### config.mk
export PLATFORM = sky130hd
export DESIGN_NAME = wb_arbiter_rr
export DESIGN_NICKNAME = d
export VERILOG_FILES = /design/src/rtl/wb_arb_pkg.sv /design/src/rtl/wb_rr_pick.sv /design/src/rtl/wb_arbiter_rr.sv
export SDC_FILE = /design/constraint.sdc
export NUM_CORES = 1
export LEC_CHECK = 0
export CORE_AREA = 2 2 39 41
export CTS_CLUSTER_DIAMETER = 60
export DETAILED_ROUTE_END_ITERATION = 12
export DIE_AREA = 0 0 41 43
export GPL_TIMING_DRIVEN = 0
export HOLD_SLACK_MARGIN = 0.08
export SLEW_MARGIN = 30
export SYNTH_ARGS = -nofsm -noshare
export SYNTH_HDL_FRONTEND = slang
export SYNTH_SLANG_ARGS = --single-unit
### constraint.sdc
create_clock -name clk -period 1.3 [get_ports clk]
set_clock_uncertainty 0.05 [all_clocks]
set_input_delay 0.325 -clock clk [delete_from_list [all_inputs] [get_ports clk]]
set_output_delay 0.325 -clock clk [all_outputs]
set_load 0.05 [all_outputs]
### src/rtl/wb_arb_pkg.sv
// Shared types and helpers for the round-robin Wishbone arbiter.
package wb_arb_pkg;

   typedef enum logic {
      IDLE  = 1'b0,
      GRANT = 1'b1
   } arb_state_t;

   // Width of a binary index into n masters; never less than one bit.
   function automatic int idx_width(input int n);
      return (n > 1) ? $clog2(n) : 1;
   endfunction

endpackage

### src/rtl/wb_rr_pick.sv
// Combinational round-robin picker: first requester after the last owner,
// searching upward with wrap-around.
module wb_rr_pick
   import wb_arb_pkg::*;
#(
   parameter int NUMM = 2,
   parameter int IW   = idx_width(NUMM)
) (
   input  logic [NUMM-1:0] req,
   input  logic [IW-1:0]   last,
   output logic            valid,
   output logic [IW-1:0]   sel
);

   logic [IW-1:0] cand_s;

   // Scan from the farthest candidate back to last+1 so the nearest requester wins.
   always_comb begin
      valid  = 1'b0;
      sel    = '0;
      cand_s = '0;
      for (int i = NUMM; i >= 1; i--) begin
         cand_s = IW'((int'(last) + i) % NUMM);
         sel    = req[cand_s] ? cand_s : sel;
         valid  = valid | req[cand_s];
      end
   end

endmodule

### src/rtl/wb_arbiter_rr.sv
// Round-robin Wishbone arbiter with bus lock for the whole owner cycle.
// Optional hung-slave watchdog enabled by defining WB_ARB_TIMEOUT_EN.
module wb_arbiter_rr
   import wb_arb_pkg::*;
#(
   parameter int NUMM    = 2,
   parameter int TIMEOUT = 255,
   parameter int IW      = idx_width(NUMM)
) (
   input  logic            clk,
   input  logic            rst,
   input  logic [NUMM-1:0] cyc_i,
   input  logic [NUMM-1:0] stb_i,
   input  logic            ack_i,
   input  logic            err_i,
   output logic [NUMM-1:0] gnt_o,
   output logic [IW-1:0]   gnt_idx_o,
   output logic            busy_o,
   output logic            to_err_o
);

   localparam logic [NUMM-1:0] GNT_ONE   = {{(NUMM-1){1'b0}}, 1'b1};
   localparam logic [IW-1:0]   LAST_INIT = IW'(NUMM-1);

   arb_state_t      state_r, state_s;
   logic [NUMM-1:0] gnt_r, gnt_s;
   logic [IW-1:0]   idx_r, idx_s;
   logic [IW-1:0]   last_r, last_s;
   logic            busy_r;
   logic            pick_valid_s;
   logic [IW-1:0]   pick_sel_s;
   logic            owner_cyc_s;

   wb_rr_pick #(
      .NUMM (NUMM),
      .IW   (IW)
   ) u_pick (
      .req   (cyc_i),
      .last  (last_r),
      .valid (pick_valid_s),
      .sel   (pick_sel_s)
   );

   assign owner_cyc_s = cyc_i[idx_r];

   // Next-state logic: hold while the owner keeps cyc, else hand over or idle.
   always_comb begin
      state_s = state_r;
      gnt_s   = gnt_r;
      idx_s   = idx_r;
      last_s  = last_r;
      case (state_r)
         IDLE: begin
            if (pick_valid_s) begin
               state_s = GRANT;
               gnt_s   = GNT_ONE << pick_sel_s;
               idx_s   = pick_sel_s;
               last_s  = pick_sel_s;
            end else begin
               gnt_s   = '0;
            end
         end
         GRANT: begin
            if (owner_cyc_s) begin
               gnt_s   = gnt_r;
            end else if (pick_valid_s) begin
               gnt_s   = GNT_ONE << pick_sel_s;
               idx_s   = pick_sel_s;
               last_s  = pick_sel_s;
            end else begin
               state_s = IDLE;
               gnt_s   = '0;
            end
         end
         default: begin
            state_s = IDLE;
            gnt_s   = '0;
         end
      endcase
   end

   // State and registered outputs.
   always_ff @(posedge clk or posedge rst) begin
      if (rst) begin
         state_r <= IDLE;
         gnt_r   <= '0;
         idx_r   <= '0;
         last_r  <= LAST_INIT;
         busy_r  <= 1'b0;
      end else begin
         state_r <= state_s;
         gnt_r   <= gnt_s;
         idx_r   <= idx_s;
         last_r  <= last_s;
         busy_r  <= (state_s == GRANT);
      end
   end

   assign gnt_o     = gnt_r;
   assign gnt_idx_o = idx_r;
   assign busy_o    = busy_r;

`ifdef WB_ARB_TIMEOUT_EN
   localparam int TW = $clog2(TIMEOUT + 1);

   logic [TW-1:0] wd_cnt_r;
   logic          wd_stall_s;
   logic          wd_fire_s;
   logic          to_err_r;

   assign wd_stall_s = (state_r == GRANT) && (gnt_s == gnt_r) && owner_cyc_s
                       && stb_i[idx_r] && !ack_i && !err_i;
   assign wd_fire_s  = wd_stall_s && (wd_cnt_r == TW'(TIMEOUT - 1));

   // Stall counter; fires a single-cycle error when the owner's strobe goes unanswered.
   always_ff @(posedge clk or posedge rst) begin
      if (rst) begin
         wd_cnt_r <= '0;
         to_err_r <= 1'b0;
      end else begin
         wd_cnt_r <= (wd_stall_s && !wd_fire_s) ? (wd_cnt_r + TW'(1)) : '0;
         to_err_r <= wd_fire_s;
      end
   end

   assign to_err_o = to_err_r;
`else
   logic unused_s;
   assign unused_s = ^{stb_i, ack_i, err_i};
   assign to_err_o = 1'b0;
`endif

endmodule
After elaboration in Yosys (flattened, before gate mapping)
Index checks and enable logic that the tools add are counted.
Widths: inputs -> output; s select.
- bits of input ports: 8
- output and inout port bits: 5
- word-level logic and storage cells: 33
- flip-flop bits (word level): 5
- add/sub/neg operators: 2
- muxes and demuxes: 20
- bitwise operators: 2
- shifts and indexed selects: 1
- eq/ne operators: 1
- order comparisons: 3
- operator list (operator ; number):
    $mux 1 ; 14
    $lt 1x2->1 const B ; 3
    $pmux 1 s2 ; 3
    $mux 2 ; 2
    $pmux 2 s2 ; 1
    $add 1x1->1 const B ; 2
    $ne 2x2->1 const B ; 1
    $shl 1x1->2 const A ; 1
    $not 1->1 ; 1
    $or 1x1->1 ; 1

Logic depth before layout (Yosys ltp)
Gate-level depths: netlist of run 1.
- word-level depth: 9
- mapped depth: 4
- mapped depth without buffers: 3

Hierarchy
From an unflattened synthesis of run 1, not the netlist that was laid out.
- cells, all modules: 23
- area total of the unflattened synthesis: 260.2 um^2
- by module, submodules not included (module ; area an instance (um^2) ; seq. area each (um^2) ; instances ; cells each):
    wb_arbiter_rr ; 246.5 ; 126.4 ; 1 ; 21
    wb_rr_pick ; 13.8 ; 0.0 ; 1 ; 2

Least setup slack after synthesis of run 1
No wires, ideal clock.
- kind: reg-to-reg
- start point: register idx_r (netlist: gnt_idx_o)
- end point: register gnt_r[0] (netlist: gnt_o[0])
- cell stages (with the launch flop): 4
- data arrival time: 1097 ps
- setup slack: 72 ps
- setup time: 80 ps
- cells stage by stage: dfrtp_1 -> inv_2 -> a211o_1 -> o211ai_2
- word-level cells in the longest chain between the ends: 3
- RTL lines (item ; RTL line ; text):
    from (decl) ; wb_arbiter_rr.sv:27 ; logic [IW-1:0] idx_r, idx_s;
    from (signal assigned) ; wb_arbiter_rr.sv:93 ; idx_r <= idx_s;
    $mux 1 (not written as such) (2 in series) ; wb_arbiter_rr.sv:44 ; assign owner_cyc_s = cyc_i[idx_r];
    $ne 2x2->1 (no source line) ; n/a ;
    to (signal assigned) ; wb_arbiter_rr.sv:92 ; gnt_r <= gnt_s;
    to (decl) ; wb_arbiter_rr.sv:26 ; logic [NUMM-1:0] gnt_r, gnt_s;
Every way passes these cells. The select of a mux whose other input is x is not followed.
A chain may end at the register's enable or synchronous reset.

Worst setup path in the final report of run 1
- start point: register busy_r (netlist: busy_o)
- end point: output port busy_o
- RTL lines (item ; RTL line ; text):
    from (decl) ; wb_arbiter_rr.sv:29 ; logic busy_r;
    from (signal assigned) ; wb_arbiter_rr.sv:95 ; busy_r <= (state_s == GRANT);
    to (decl) ; wb_arbiter_rr.sv:18 ; output logic busy_o,
No word-level cell between the ends.

==> impl_metrics.tcl, run 1 <==
set metrics [dict create \
    nNetsFinal 53 \
    clk_pin_slew_ns 0.05 \
    insertion_delay_ns 0.25 \
    rsz0062_at_grt "no" \
    hold_buffers 0 \
    fin_area_sq_um 379 \
    n_fill_cell 156 \
    holdWs_ns 0.231 \
    grt_max_degree 10 \
    mostFrequentLayoutCell "a21oi_1" \
    portBuffers 6 \
    cts_tree "yes" \
    drv_slew 0 \
    dp.cells 53 \
    hold_viol_final 0 \
    end_kind "output port" \
    r2r_end "gnt_o[0]" \
    fp-row-count 14 \
    grt_overflow 0 \
    die_y_um 43 \
    syn_inst 31 \
    grt_usage_pct 9.27 \
    synth_warnings 0 \
    clock-root-buffer "clkbuf_4" \
    crit_path_max_fanout 7 \
    multi_input_area_sq_um 113 \
    power_density_nw_per_um2 1450 \
    reg2regPathDepth 3 \
    first_iter_violations 0 \
    max_stage_delay_ns 0.43 \
    post-dp-hpwl_um 371 \
    dp_slack_ns -0.388 \
    layout_common_cells "a21oi_1, buf_4, o21ai_0" \
    syn_area_sq_um 263 \
    worstSetupPathType "flip-flop to output port" \
    cp_cell_sequence "buf_4" \
    routabilityCongestion 0.769 \
    cp_top_family "flip-flops" \
    layout_min_cycle_time_ns 1.25 \
    worst_path_max_delay_cell "dfrtp_2" \
    cts.htree.levels 1 \
    ys_seq_area_share_pct 48.1 \
    num_vias 257 \
    power_mw 0.549 \
    timing.rr.start "busy_o" \
    numCtsBuffers 3 \
    regArea_sq_um 129 \
    cp.depth 1 \
    hold_class "primary input to asynchronous set/reset pin" \
    leakage_nw 0.178 \
    grt_pass1_wl_um 986 \
    syn_nets 39 \
    pin_count 13 \
    cts.sinks 5 \
    fp.coreArea_sq_um 1380 \
    drt_pre_antenna_iters 1 \
    crit_path_start_kind "flip-flop" \
    grt_antenna_before_repair 0 \
    finalSetupViolations 0 \
    max_clock_freq_ghz 0.799 \
    fin_setup_tns_ns 0 \
    viasPerCell 4.28 \
    crit_buf_inv 1 \
    wirelength_um 591 \
    drive_gt1_share_pct 40.9 \
    regToRegSetupSlack_ns 0.25 \
    worstPathRequired_ns 0.93 \
    critPathArrivalTime_ns 0.88 \
    stdcell_count 60 \
    avgRoutedWirePerCell_um 9.85 \
    die_area_sq_um 1760 \
    fin_util_pct 27.4 \
    first_global_vias 228 \
    layout_setup_ws_ns 0.0478 \
    drv_cap 0 \
    netlist-cell-type-count 15 \
    synthToLayoutAreaGrowth_pct 44.3 \
    die_w_um 41 \
    antenna_left 0 \
    ir_drop_mv 0.365 \
    route.detailed.drc 0 \
    fin_crit_sh_pct 96.3 \
    ys_ff_latch 5 \
    synth_area_per_cell_sq_um 8.48 \
    cts_buffer_depth 2 \
    outcome "finished, final reports clean" \
    placed_cell_area_sq_um 343 \
    floorplan.initialDensity_pct 19.0 \
    diodes 0 \
]
-- synthesized netlist by cell type --
master    count  share of area (%)
a211o_1       1                3.3
a21oi_1       7                 13
buf_2         1                1.9
buf_4         1                2.9
conb_1        1                1.4
dfrtp_1       4                 38
dfstp_2       1                 10
inv_1         2                2.9
inv_2         1                1.4
nand2_1       3                4.3
nand3b_1      1                2.9
nor2_1        2                2.9
o211ai_2      1                4.8
o21ai_0       4                7.6
or2_2         1                2.4
-- flip-flops by register name (all words and copies together), names as in the netlist --
signal     flops
last_r         1
gnt_idx_o      1
gnt_o          2
busy_o         1
-- metal layers --
| metal | GRT usage, % | vias up | share of wire, % |
|---|---|---|---|
| met5 | 0 | - | 0 |
| met4 | 4.00 | 0 | 2.0 |
| met3 | 9.42 | 3 | 12 |
| met2 | 11.9 | 10 | 43 |
| met1 | 9.77 | 115 | 43 |
| li1 | - | 129 | - |
-- kinds of logic (layout without fill, tap and decap cells) --
group,after synthesis,in the layout,share of synthesized area (%)
compound gates,13,13,29.0
buf+inv,5,18,9.05
flops,5,5,48.1
other cells,1,1,1.43
simple gates,7,7,12.4
-- final cells by class --
| class | count | area share (%) |
|---|---|---|
| buffer | 2 | 3.30 |
| clock buffer | 4 | 6.93 |
| inverter | 3 | 2.97 |
| multi-input combinational | 21 | 29.7 |
| sequential | 5 | 34.0 |
| tap | 16 | 5.28 |
| timing repair buffer | 9 | 17.8 |
-- power by group --
| group | internal, mW | leakage (nW) | switching (mW) |
|---|---|---|---|
| sequential | 0.185 | 0.0561 | 0.0155 |
| clock | 0.117 | 0.0150 | 0.0714 |
| combinational | 0.0531 | 0.107 | 0.107 |
| total | 0.354 | 0.178 | 0.194 |
-- how the worst max path moves through the flow --
stage / endpoint / from / slack [ns]
after CTS: gnt_idx_o / gnt_idx_o / 0.007
after global placement: busy_o / busy_o / -0.38
after floorplan: gnt_o[0] / gnt_idx_o / 0.07
after global routing: busy_o / busy_o / 0.009
final: busy_o / busy_o / 0.05
after detailed placement: busy_o / busy_o / -0.39
-- what timing repair did --
item | in CTS | in global routing
setup buffers | 0 | 3
endpoints found under the setup margin | 4 | 2
pin swaps | 0 | 0
gates cloned | 0 | 0
gates resized for setup | 24 | 0
-- worst reg2reg max path, cell delays in order, from the launching register on --
cell	delay (ns)
dfrtp_2	0.43
buf_4	0.15
a211o_1	0.29
o211ai_2	0.07
(Power assumes the default switching activity.)
==> inputs of run 2 (changes only) <==
- GPL_TIMING_DRIVEN: 0 -> 1
- clock period: 1.3 -> 1.5 ns (I/O delays scaled with it)
==> impl_metrics.tcl, run 2 (synthesis results as in run 1) <==
set metrics [dict create \
    outcome "finished, final reports clean" \
    route.detailed.drc 0 \
    drv_cap 0 \
    crit_path_start_kind "flip-flop" \
    cts.sinks 5 \
    hold_viol_final 0 \
    cp_cell_sequence "buf_12" \
    worstSetupPathType "flip-flop to output port" \
    critPathArrivalTime_ns 0.94 \
    drive_gt1_share_pct 27.5 \
    largest_register_ffs 2 \
    leakage_nw 0.179 \
    multi_input_area_sq_um 113 \
    drt_pre_antenna_iters 4 \
    diodes 0 \
    max_stage_delay_ns 0.51 \
    cp_top_family "flip-flops" \
    cts_tree "yes" \
    n_fill_cell 150 \
    floorplan.initialDensity_pct 19.0 \
    pin_count 13 \
    power_density_nw_per_um2 1250 \
    clock-root-buffer "clkbuf_4" \
    cts_buffer_depth 2 \
    fin_crit_sh_pct 91.2 \
    post-dp-hpwl_um 398 \
    grt_max_degree 10 \
    dp_slack_ns -0.0482 \
    die_y_um 43 \
    worst_path_max_delay_cell "dfrtp_1" \
    grt_antenna_before_repair 0 \
    end_kind "output port" \
    die_area_sq_um 1760 \
    clk_pin_slew_ns 0.05 \
    power_mw 0.508 \
    routabilityCongestion 0.736 \
    num_vias 252 \
    rsz0062_at_grt "no" \
    synthToLayoutAreaGrowth_pct 54.8 \
    hold_buffers 0 \
    fp.coreArea_sq_um 1380 \
    fin_setup_tns_ns 0 \
    layout_common_cells "a21oi_1, o21ai_0, dfrtp_1, buf_12" \
    ir_drop_mv 0.429 \
    avgRoutedWirePerCell_um 9.75 \
    grt_usage_pct 8.75 \
    crit_buf_inv 1 \
    grt_overflow 0 \
    wirelength_um 546 \
    fin_area_sq_um 407 \
    regToRegSetupSlack_ns 0.46 \
    nNetsFinal 49 \
    hold_class "primary input to asynchronous set/reset pin" \
    insertion_delay_ns 0.24 \
    finalSetupViolations 0 \
    layout_setup_ws_ns 0.132 \
    first_global_vias 241 \
    viasPerCell 4.50 \
    worstPathRequired_ns 1.07 \
    die_w_um 41 \
    crit_path_max_fanout 9 \
    cts.htree.levels 1 \
    numCtsBuffers 3 \
    layout_min_cycle_time_ns 1.37 \
    portBuffers 7 \
    grt_pass1_wl_um 986 \
    mostFrequentLayoutCell "a21oi_1" \
    cts-resized-gates 0 \
    max_clock_freq_ghz 0.731 \
    first_iter_violations 7 \
    antenna_left 0 \
    drv_slew 0 \
    regArea_sq_um 126 \
    placed_cell_area_sq_um 380 \
    fp-row-count 14 \
    post_cts_buffers 0 \
]
[run 2: cell count changes in the layout (fill, tap and decap cells not counted)]
cell	before	now
dfrtp_2	2	0
buf_4	6	0
clkdlybuf4s50_1	2	3
dfrtp_1	2	4
buf_2	3	0
buf_12	0	4
[run 2: power breakdown]
| part | total (mW) | internal, mW | switching, mW |
|---|---|---|---|
| sequential | 0.188 | 0.159 | 0.0283 |
| clock | 0.160 | 0.101 | 0.0595 |
| combinational | 0.160 | 0.0756 | 0.0843 |
[run 2: cell type report]
class | count | share of cell area, %
clock buffer | 4 | 6.46
inverter | 3 | 2.77
multi-input combinational | 21 | 27.7
sequential | 5 | 31.1
tap | 16 | 4.92
timing repair buffer | 7 | 27.1
[run 2: path summary, 6_finish.rpt]
kind	start	to	cells past startpoint
worst max-delay path	busy_o	busy_o	1
worst min-delay path	rst	gnt_o[1]	2
worst max register to register	busy_o	gnt_o[1]	3
worst min register to register	last_r	last_r	2
max in group asynchronous	rst	last_r	2
min in group clk	last_r	last_r	2
[run 2: routing by layer]
metal	track usage (%)	vias to the layer above	wire, um
li1	-	121	-
met1	10.7	116	248
met2	11.3	11	246
met3	3.14	4	36
met4	8.00	0	15
met5	0	-	0
[run 2: through the flow]
| stage | utilization (%) | std cells | hold WS, ns |
|---|---|---|---|
| 3_3_place_gp | 27.5 | 52 | 0.484 |
| 2_1_floorplan | - | 31 | 0.103 |
| 4_1_cts | 29.4 | 56 | 0.296 |
| 6_report | 29.4 | 56 | 0.285 |
| 3_5_place_dp | 27.5 | 52 | 0.495 |
| 5_1_grt | 29.4 | 56 | 0.325 |
